[config.mk]
export PLATFORM = sky130hd
export DESIGN_NAME = wb_apb_bridge
export DESIGN_NICKNAME = d
export VERILOG_FILES = /design/src/rtl/wb_apb_bridge.sv
export SDC_FILE = /design/constraint.sdc
export NUM_CORES = 1
export LEC_CHECK = 0
export ABC_AREA = 1
export CAP_MARGIN = 5
export CORE_AREA = 2 2 119 121
export DETAILED_ROUTE_END_ITERATION = 6
export DIE_AREA = 0 0 121 123
export GPL_TIMING_DRIVEN = 0
export PLACE_DENSITY = 0.76
export SYNTH_ARGS = -nofsm -noshare
export SYNTH_HDL_FRONTEND = slang
export SYNTH_SLANG_ARGS = --single-unit
[constraint.sdc]
create_clock -name clk -period 1.95 [get_ports clk]
set_input_delay 0.39 -clock clk [delete_from_list [all_inputs] [get_ports clk]]
set_output_delay 0.39 -clock clk [all_outputs]
set_load 0.05 [all_outputs]
[src/rtl/wb_apb_bridge.sv]
// Wishbone-classic responder that reissues each single read/write cycle as
// one APB transfer (SETUP then ACCESS), with an ACCESS timeout and sticky error.
//
// Ports:
//   clk, rst_n           clock (rising edge), asynchronous active-low reset
//   wb_cyc, wb_stb       Wishbone cycle / strobe
//   wb_we, wb_adr        direction (1 = write), byte address
//   wb_wdata, wb_rdata   write data in, read data out (valid while wb_ack)
//   wb_ack               single-cycle acknowledge
//   paddr, psel          APB address (wb_adr[PAW-1:0]), select
//   penable, pwrite      APB enable, direction
//   pwdata, prdata       APB write data out, read data in
//   pready, pslverr      APB ready, slave error
//   err_clr              clears the sticky error flag and code
//   err_flag, err_code   sticky error; code 01 = pslverr, 10 = timeout
module wb_apb_bridge #(
    parameter int AW      = 32,
    parameter int DW      = 32,
    parameter int PAW     = 16,
    parameter int TIMEOUT = 255
) (
    input  logic           clk,
    input  logic           rst_n,
    input  logic           wb_cyc,
    input  logic           wb_stb,
    input  logic           wb_we,
    input  logic [AW-1:0]  wb_adr,
    input  logic [DW-1:0]  wb_wdata,
    output logic [DW-1:0]  wb_rdata,
    output logic           wb_ack,
    output logic [PAW-1:0] paddr,
    output logic           psel,
    output logic           penable,
    output logic           pwrite,
    output logic [DW-1:0]  pwdata,
    input  logic [DW-1:0]  prdata,
    input  logic           pready,
    input  logic           pslverr,
    input  logic           err_clr,
    output logic           err_flag,
    output logic [1:0]     err_code
);

    localparam logic [1:0] S_IDLE   = 2'd0;
    localparam logic [1:0] S_SETUP  = 2'd1;
    localparam logic [1:0] S_ACCESS = 2'd2;
    localparam logic [1:0] S_ACK    = 2'd3;

    localparam int CW = 16;
    localparam logic [CW-1:0] CNT_LAST = CW'(TIMEOUT - 1);

    localparam logic [1:0] E_SLVERR  = 2'b01;
    localparam logic [1:0] E_TIMEOUT = 2'b10;

    logic [1:0]     state_q, state_d;
    logic [CW-1:0]  cnt_q, cnt_d;
    logic           abort_q, abort_d;
    logic [PAW-1:0] paddr_q, paddr_d;
    logic           psel_q, psel_d;
    logic           penable_q, penable_d;
    logic           pwrite_q, pwrite_d;
    logic [DW-1:0]  pwdata_q, pwdata_d;
    logic [DW-1:0]  rdata_q, rdata_d;
    logic           ack_q, ack_d;
    logic           err_flag_q, err_flag_d;
    logic [1:0]     err_code_q, err_code_d;

    logic acc_hit;
    logic acc_tmo;

    // Region decode is done by the interconnect; upper address bits are dropped.
    logic unused_adr;
    assign unused_adr = ^wb_adr[AW-1:PAW];

    always_comb begin
        state_d    = state_q;
        cnt_d      = cnt_q;
        abort_d    = abort_q;
        paddr_d    = paddr_q;
        psel_d     = psel_q;
        penable_d  = penable_q;
        pwrite_d   = pwrite_q;
        pwdata_d   = pwdata_q;
        rdata_d    = rdata_q;
        ack_d      = 1'b0;
        err_flag_d = err_flag_q;
        err_code_d = err_code_q;
        acc_hit    = 1'b0;
        acc_tmo    = 1'b0;

        case (state_q)
            S_IDLE: begin
                rdata_d = '0;
                abort_d = 1'b0;
                if (wb_cyc && wb_stb) begin
                    paddr_d   = wb_adr[PAW-1:0];
                    pwrite_d  = wb_we;
                    pwdata_d  = wb_wdata;
                    psel_d    = 1'b1;
                    penable_d = 1'b0;
                    state_d   = S_SETUP;
                end
            end
            S_SETUP: begin
                abort_d   = abort_q | ~wb_cyc;
                penable_d = 1'b1;
                cnt_d     = '0;
                state_d   = S_ACCESS;
            end
            S_ACCESS: begin
                // A dropped cycle is remembered but the APB transfer runs on:
                // APB has no way to abort an ACCESS phase.
                abort_d = abort_q | ~wb_cyc;
                cnt_d   = cnt_q + 1'b1;
                acc_hit = pready;
                acc_tmo = !pready && (cnt_q == CNT_LAST);
                if (acc_hit || acc_tmo) begin
                    psel_d    = 1'b0;
                    penable_d = 1'b0;
                    cnt_d     = '0;
                    if (abort_d) begin
                        state_d = S_IDLE;
                    end else begin
                        state_d = S_ACK;
                        ack_d   = 1'b1;
                        rdata_d = (acc_hit && !pwrite_q) ? prdata : '0;
                    end
                end
            end
            S_ACK: begin
                rdata_d = '0;
                state_d = S_IDLE;
            end
            default: begin
                state_d = S_IDLE;
            end
        endcase

        // A new error in the same cycle as err_clr takes precedence.
        if (err_clr) begin
            err_flag_d = 1'b0;
            err_code_d = 2'b00;
        end
        if (acc_hit && pslverr) begin
            err_flag_d = 1'b1;
            err_code_d = E_SLVERR;
        end else if (acc_tmo) begin
            err_flag_d = 1'b1;
            err_code_d = E_TIMEOUT;
        end
    end

    always_ff @(posedge clk or negedge rst_n) begin
        if (!rst_n) begin
            state_q    <= S_IDLE;
            cnt_q      <= '0;
            abort_q    <= 1'b0;
            paddr_q    <= '0;
            psel_q     <= 1'b0;
            penable_q  <= 1'b0;
            pwrite_q   <= 1'b0;
            pwdata_q   <= '0;
            rdata_q    <= '0;
            ack_q      <= 1'b0;
            err_flag_q <= 1'b0;
            err_code_q <= 2'b00;
        end else begin
            state_q    <= state_d;
            cnt_q      <= cnt_d;
            abort_q    <= abort_d;
            paddr_q    <= paddr_d;
            psel_q     <= psel_d;
            penable_q  <= penable_d;
            pwrite_q   <= pwrite_d;
            pwdata_q   <= pwdata_d;
            rdata_q    <= rdata_d;
            ack_q      <= ack_d;
            err_flag_q <= err_flag_d;
            err_code_q <= err_code_d;
        end
    end

    assign wb_rdata = rdata_q;
    assign wb_ack   = ack_q;
    assign paddr    = paddr_q;
    assign psel     = psel_q;
    assign penable  = penable_q;
    assign pwrite   = pwrite_q;
    assign pwdata   = pwdata_q;
    assign err_flag = err_flag_q;
    assign err_code = err_code_q;

endmodule
### Yosys cells after proc, flatten, opt, wreduce, memory -nomap -nowiden

Index checks and enable logic that the tools add are counted.

| storage, ports and cells | value |
|---|---|
| bits of input ports | 104 |
| memory bits (read-only) | 0 |
| memories kept | 0 |
| output and inout bits | 87 |
| logic and storage cells | 70 |
| bits in latches | 0 |
| memory bits (writable) | 0 |
| bits in registers | 106 |

| operators by class | value |
|---|---|
| shift operators | 0 |
| muxes and demuxes | 27 |
| magnitude comparators | 0 |
| equal/unequal tests | 7 |
| divide/modulo/power cells | 0 |
| bitwise gates (word level) | 2 |
| $mul | 0 |
| $add $sub $neg | 1 |
| reductions and logical operators | 21 |

Operators with widths:

| kind | number |
|---|---|
| 2-to-1 mux 32 bit | 3 |
| one-hot mux 32 bit (2 select lines) | 1 |
| one-hot mux 16 bit (2 select lines) | 1 |
| adder 16 x 1 -> 16 bit, second input constant | 1 |
| == test 16 x 8 -> 1 bit, second input constant | 1 |
| 2-to-1 mux 16 bit | 1 |
| 2-to-1 mux 2 bit | 6 |
| 2-to-1 mux 1 bit | 11 |
| AND reduction 3 bit | 3 |
| one-hot mux 2 bit (4 select lines) | 1 |
| nonzero test 2 bit | 4 |
| inequality test 2 bit, second input constant | 3 |
| nonzero test 3 bit | 2 |
| == test 2 bit, second input constant | 2 |
| logical AND 1 bit | 4 |
| one-hot mux 1 bit (2 select lines) | 2 |
| AND reduction 2 bit | 2 |
| OR reduction 2 bit | 2 |
| one-hot mux 1 bit (3 select lines) | 1 |
| == test 2 x 1 -> 1 bit, second input constant | 1 |
| zero test 1 bit | 2 |
| zero test 2 bit | 1 |
| logical OR 1 bit | 1 |
| inverter 1 bit | 1 |
| OR 1 bit | 1 |

### Logic depth before layout (Yosys ltp)

| depth | value |
|---|---|
| depth after elaboration | 6 |
| gate-level depth with buffers | 10 |
| gate-level depth less buffers | 10 |

### Worst setup path after synthesis

OpenSTA, ideal clock, no wires.

| timing | value |
|---|---|
| path kind | reg2reg |
| start | reg state_q[0] |
| end | reg rdata_q[23] (netlist: wb_rdata[23]) |
| required time | 1.831 ns |
| cell stages (with the launch flop) | 10 |
| setup time | 0.119 ns |
| path buffers | 1 |
| data arrival time | 1.478 ns |
| clock period less this slack | 1.597 ns |
| setup slack | 0.353 ns |
| cell sequence | dfrtp_1 -> inv_1 -> ha_1 -> inv_2 -> nor2_1 -> a21oi_2 -> nand2_8 -> buf_6 -> nand2_2 -> o21ai_2 |

| between the ends | value |
|---|---|
| cells in the longest elaborated chain, start to end | 4 |
| elaborated cells on any way between the ends | 9 |
| classes of those cells | 4 x eq/ne; 1 x mux; 4 x reduce/logical |

RTL lines:

| what | RTL line | RTL |
|---|---|---|
| from (decl) | 55 | `logic [1:0] state_q, state_d;` |
| from (signal assigned) | 168 | `state_q <= state_d;` |
| == test 2 bit / zero test 2 bit (equally long branches) | 91 | `case (state_q)` |
| OR reduction 2 bit (no source line) | n/a |  |
| nonzero test 2 bit (no source line) | n/a |  |
| AND reduction 3 bit (no source line) | n/a |  |
| to (signal assigned) | 176 | `rdata_q <= rdata_d;` |
| to (decl) | 63 | `logic [DW-1:0] rdata_q, rdata_d;` |

Several ways; a longest one is shown, not always the timed one.
A chain may end at the register's enable or synchronous reset.

### Final worst setup path

| timing | value |
|---|---|
| start | reg rdata_q[26] (netlist: wb_rdata[26]) |
| end | out wb_rdata[26] |

RTL lines:

| what | RTL line | RTL |
|---|---|---|
| to (decl) | 29 | `output logic [DW-1:0] wb_rdata,` |

No word-level cell between the ends.

==> run_results.csv <==
group,metric,value,unit
run_status,status,"complete, no violations",
power_and_ir_drop,power.total,13800,uW
sta,skew,9.36,ps
power_and_ir_drop,p_clk_share,14.0,%
power_and_ir_drop,intPower,6880,uW
die,num_rows,43,
grt,grt_pass1_wl,19800,um
power_and_ir_drop,power_frac_comb,59.6,%
placement,portBuffers,174,
power_and_ir_drop,cellPowerDensity,1900,mW/mm2
grt,track_usage,16.8,%
sta,maxSlewHeadroom,61.2,%
placement,dpl_worst_slack,-347,ps
clock_network,cts_inserted_buffers,9,
die,die_width,121,um
power_and_ir_drop,ir_drop,1010,uV
synth,synth_cells,556,
layout,final_nets,856,
job,max_cap_viol_count,0,
die,die-area,0.0149,mm2
critical_path,cp.required,1560,ps
power_and_ir_drop,seqPwrFrac,26.5,%
critical_path,path_buf_inv,1,
synth,yosys_warnings,0,
sta,finalCritPeriodShare,98.5,%
routing,wl_per_cell,13.4,um
synth,ys_ff_latch,106,
layout,antenna_cells,0,
clock_network,clkTransAtPathRegs,70,ps
die,io-pin-count,191,
sta,rsz0062_at_grt,"true",
critical_path,rr_endpoint,"wb_rdata[24]",
clock_network,h-tree-depth,3,
synth,synth_cell_types,27,
routing,drc,0,
power_and_ir_drop,power_leakage,0.00369,uW
sta,fin_crit,1920,ps
layout,fill_cells,1258,
routing,dr.pass1.iters,4,
clock_network,clkLatencyLatePin,350,ps
critical_path,end_kind,"output port",
sta,setup_viol,0,
die,die_h,123,um
routing,vias,4223,
clock_network,cts_hold_buf,0,
sta,hold_viol_final,0,
layout,utilization,53.3,%
synth,syn_area_per_cell,8.68,um2
placement,hpwl,9040,um
layout,drive_gt1_share,13.5,%
sta,worstMarginPinSlew,582,ps
synth,synth_seq_area_share,55.0,%
layout,area_growth,50.3,%
critical_path,reg2regPathDepth,10,
sta,setup_slack,29.7,ps
critical_path,cp-start-kind,"register",
grt,grt_max_degree,64,
grt,antenna_found_initial,0,
critical_path,crit_slowest_cell,"clkdlybuf4s50_1",
die,initial_utilization,35.5,%
routing,drt_wl_total,12400,um
clock_network,clockRootBuffer,"clkbuf_16",
clock_network,clock_path_buffers,2,
routing,dr.first_iter.drc_count,148,
placement,place_congestion,0.865,
power_and_ir_drop,sw_frac_of_total,50.2,%
die,core,0.0136,mm2
critical_path,path_cells,"clkdlybuf4s50_1",
sta,whs,34.4,ps
sta,fmax,0.521,GHz
critical_path,cpPeakStageDelay,810,ps
synth,synthesis.nets,666,
grt,grt_overflow,0,
clock_network,cts_sinks,106,
power_and_ir_drop,netSwitchingPower,6930,uW
routing,drtAntennaViolNets,0,
critical_path,cp_top_family,"buffers and inverters",
critical_path,crit_fanout,2,
critical_path,cp.arrival,1530,ps
worst_hold_path,hold_path_class,"primary input to async pin",
routing,via_per_inst,4.55,
sta,drv_slew,0,
grt,grt_pass1_vias,4135,
critical_path,crit_type,"register to output port",
critical_path,r2r_start,"state_q[0]",
critical_path,reg2reg_setup_slack,170,ps
synth,syn_area,0.00483,mm2
clock_network,cts_tree,"built",
## layout by cell type (no fill, tap or decap), types with 2 or more instances in the layout
cell type,n
nor2_4,3
nand2_2,12
nor3_1,2
nand4_1,8
ha_1,5
xor2_1,2
nor2_1,36
clkdlybuf4s50_1,146
inv_2,7
buf_6,6
clkbuf_16,9
o21ai_0,2
inv_1,21
a21oi_1,3
xnor2_1,2
o21ai_2,32
nor2_2,3
buf_4,5
clkbuf_1,6
buf_2,9
clkbuf_2,2
nand2_1,228
bufinv_16,2
nand3_1,51
dlymetal6s2s_1,25
dfrtp_1,106
dlygate4sd2_1,2
nand2_8,2
## Yosys cell counts (all sizes together)
cell type / count / share of area, %
o21ai: 35 / 6.1
nand3: 51 / 5.3
ha: 6 / 1.6
xor2: 2 / 0.36
buf: 15 / 2.3
nand2: 243 / 20
a21oi: 4 / 0.49
nand4: 8 / 1.0
dfrtp: 106 / 55
nor2: 42 / 3.6
clkbuf: 9 / 0.70
nor3: 4 / 0.52
xnor2: 2 / 0.36
inv: 28 / 2.2
a21boi: 1 / 0.16
## power by group through the flow
stage                     Sequential (uW)  Clock (uW)  Combinational [uW]
after floorplan                      6780           0                2400
after global placement               3660           0                8180
after detailed placement             3690           0                8240
after CTS                            3680        1980                8270
after global routing                 3770        2060                8770
final                                3650        1930                8220
## routing by layer
layer / vias up / track usage, % / part of all wire [%]
met5: - / 0 / 0
met4: 0 / 6.40 / 1.8
met3: 14 / 5.35 / 7.5
met2: 134 / 26.8 / 46
met1: 1953 / 21.4 / 44
li1: 2122 / - / -
## through the flow
step,instances,area [um2],TNS (ps)
floorplan,556,4830,0
global placement,910,6790,-404600
detailed placement,911,6820,-15750
CTS,925,7130,0
global route,929,7260,-27.5
finish,929,7260,0
## registers in the layout, indices dropped and copies added (netlist names), 2 cells and up
| register | count |
|---|---|
| paddr | 16 |
| err_code | 2 |
| state_q | 2 |
| pwdata | 32 |
| cnt_q | 16 |
| wb_rdata | 32 |
## worst register-to-register path: cells and delay by family (launching register included)
family	cells	cell delay, ps
compound gates	1	50
fa+ha+maj	1	150
buf+inv	4	640
flops	1	420
simple gates	4	470
## cells by family (layout without fill, tap and decap cells)
| family | after synthesis | count (layout) | share of synthesized area [%] |
|---|---|---|---|
| DFF | 106 | 106 | 55.0 |
| adders and majority gates | 6 | 6 | 1.56 |
| xor gates and xnor gates | 4 | 4 | 0.726 |
| buffers and inverters | 52 | 245 | 5.18 |
| and+or+nand+nor | 348 | 348 | 30.8 |
| AOI/OAI and AO/OA | 40 | 40 | 6.77 |
## worst max path at each step
| stage | startpoint | to | slack [ps] | cells after the start |
|---|---|---|---|---|
| after floorplan | state_q[0] | wb_rdata[23] | 350 | 9 |
| after global placement | rst_n | wb_rdata[19] | -3670 | 1 |
| after detailed placement | wb_cyc | pwdata[2] | -350 | 8 |
| after CTS | psel | psel | 4 | 1 |
| after global routing | pready | wb_rdata[15] | -10 | 6 |
| final | wb_rdata[26] | wb_rdata[26] | 30 | 1 |
## final cells by class
class                   count  area (um2)  share of cell area, %
plain buffers              24         149                   2.05
inverters                  28         105                   1.45
flip-flops and latches    106        2650                   36.6
multi-input cells         398        1960                   27.0
well taps                 180         225                   3.10
clock buffers               9         225                   3.10
repair buffers            179        1860                   25.6
clock inverters             5        81.3                   1.12
## repair_timing
action,in CTS,in global routing
setup endpoints to repair,28,76
gates cloned,0,0
gates resized for setup,6,32
pin swaps,0,3
buffers inserted,0,4
Note: power is estimated with default switching activity, not from simulation.
==> variant (same flow settings) <==
Change the parameter `PAW` from 16 to 15.
--- a/src/rtl/wb_apb_bridge.sv
+++ b/src/rtl/wb_apb_bridge.sv
@@ -16,7 +16,7 @@
 module wb_apb_bridge #(
     parameter int AW      = 32,
     parameter int DW      = 32,
-    parameter int PAW     = 16,
+    parameter int PAW     = 15,
     parameter int TIMEOUT = 255
 ) (
     input  logic           clk,
Interface: changed (resized paddr); port bits go from 191 to 190. No check against the original RTL was run, so the function may have changed too.
==> variant against the original RTL <==
- count of clock-buffer cells in the layout increased by 2
- sequential cell count decreased by 1
- routed wire length decreased by 4.3%
- clock power decreased by 11%
- design area decreased by 0.71%
- sequential share of layout area decreased by 0.087 points
- non-clock buffer count decreased by 2
- final cell count decreased by 1.4%
- total power decreased by 1.8%
- area after synthesis decreased by 0.31%
- die area unchanged
- setup slack improved by 0.014 ns
- critical path type unchanged
==> variant: results (changes against the original RTL) <==
metric	value	unit	change
Sw Pwr	6.929	mW	about the same
met3 Usage GRT	0.05950		+0.005996
Vias	4128		-2.2%
dpl cell area	6784	um^2	-0.51%
vias in the first global route	3895		-5.8%
RD Place Congestion	0.8834		+2.1%
Core Util, Final	0.5293		-0.003768
clock-cell share of area	0.03890		-0.003346
Post-layout nets	841		-1.8%
FILL cells	1278		+1.6%
met1 Resource Use GR	0.2085		-0.005434
status	complete, no violations		
largest net degree at the start of global routing	56		-13%
Seq pwr share	0.267		+0.002
GR Util met2	0.2496		-0.01826
# port buffers	172		-1.1%
WL/cell	12.96	um	-2.9%
clock buffer count	11		+2
Seq/Total Area, Yosys	0.5460		-0.003486
Mapped Nets	654		-1.8%
DRT iter0 DRCs	162		+9.5%
seq_cells	105		-0.94%
Rel. slew slack	0.5384		-0.07336
DP Worst Slack	-0.1847	ns	+0.1624 ns
Logic inverters	35		+25%
Post-synth top cells	197 x nand2_1, 105 x dfrtp_1, 52 x nand3_1		
multi-input gates	379		-4.8%
Slowest Stage Delay on Critical Path	0.83	ns	+0.02 ns
wire length on met1	5196	um	-5.9%
dpl hpwl	8714	um	-3.6%
Routed met3 length	1003	um	+7.7%
FF/Latch Area	2628	um^2	-0.94%
internal power	6.626	mW	-3.6%
P_comb	8.21	mW	about the same
multi-input logic area	1932	um^2	-1.5%
layout cell share with drive strength beyond 1	0.1549		+0.02004
Max IR drop VDD	937.3	uV	-6.8%
first-pass GRT wire length	19030	um	-3.8%
## variant: stage by stage
step | hold slack [ns] | setup TNS (ns) | std cells
2_1_floorplan | 0.09441 | 0 | 544
3_3_place_gp | 0.4525 | -395.28 | 896
3_5_place_dp | 0.4571 | -7.050 | 897
4_1_cts | 0.1025 | 0 | 913
5_1_grt | 0.1332 | -0.03323 | 916
6_report | 0.08713 | 0 | 916
## variant: logic make-up (layout without fill, tap and decap cells)
family / after synthesis / count (layout) / synth area share
buffers and inverters: 60 / 252 / 0.05876
multiplexers: 1 / 1 / 0.002080
flip-flops: 105 / 105 / 0.5460
adder cells (fa/ha/maj): 6 / 6 / 0.01560
XOR/XNOR: 6 / 6 / 0.01092
AO/OA/AOI/OAI: 40 / 40 / 0.06656
AND/OR/NAND/NOR: 326 / 326 / 0.3001
## variant: what timing repair did
item                                   4_1_cts  5_1_grt
gates resized for setup                     10       45
endpoints found under the hold margin        0        0
setup endpoints to repair                   41       94
setup buffers                                0        3
pin swaps                                    0        1
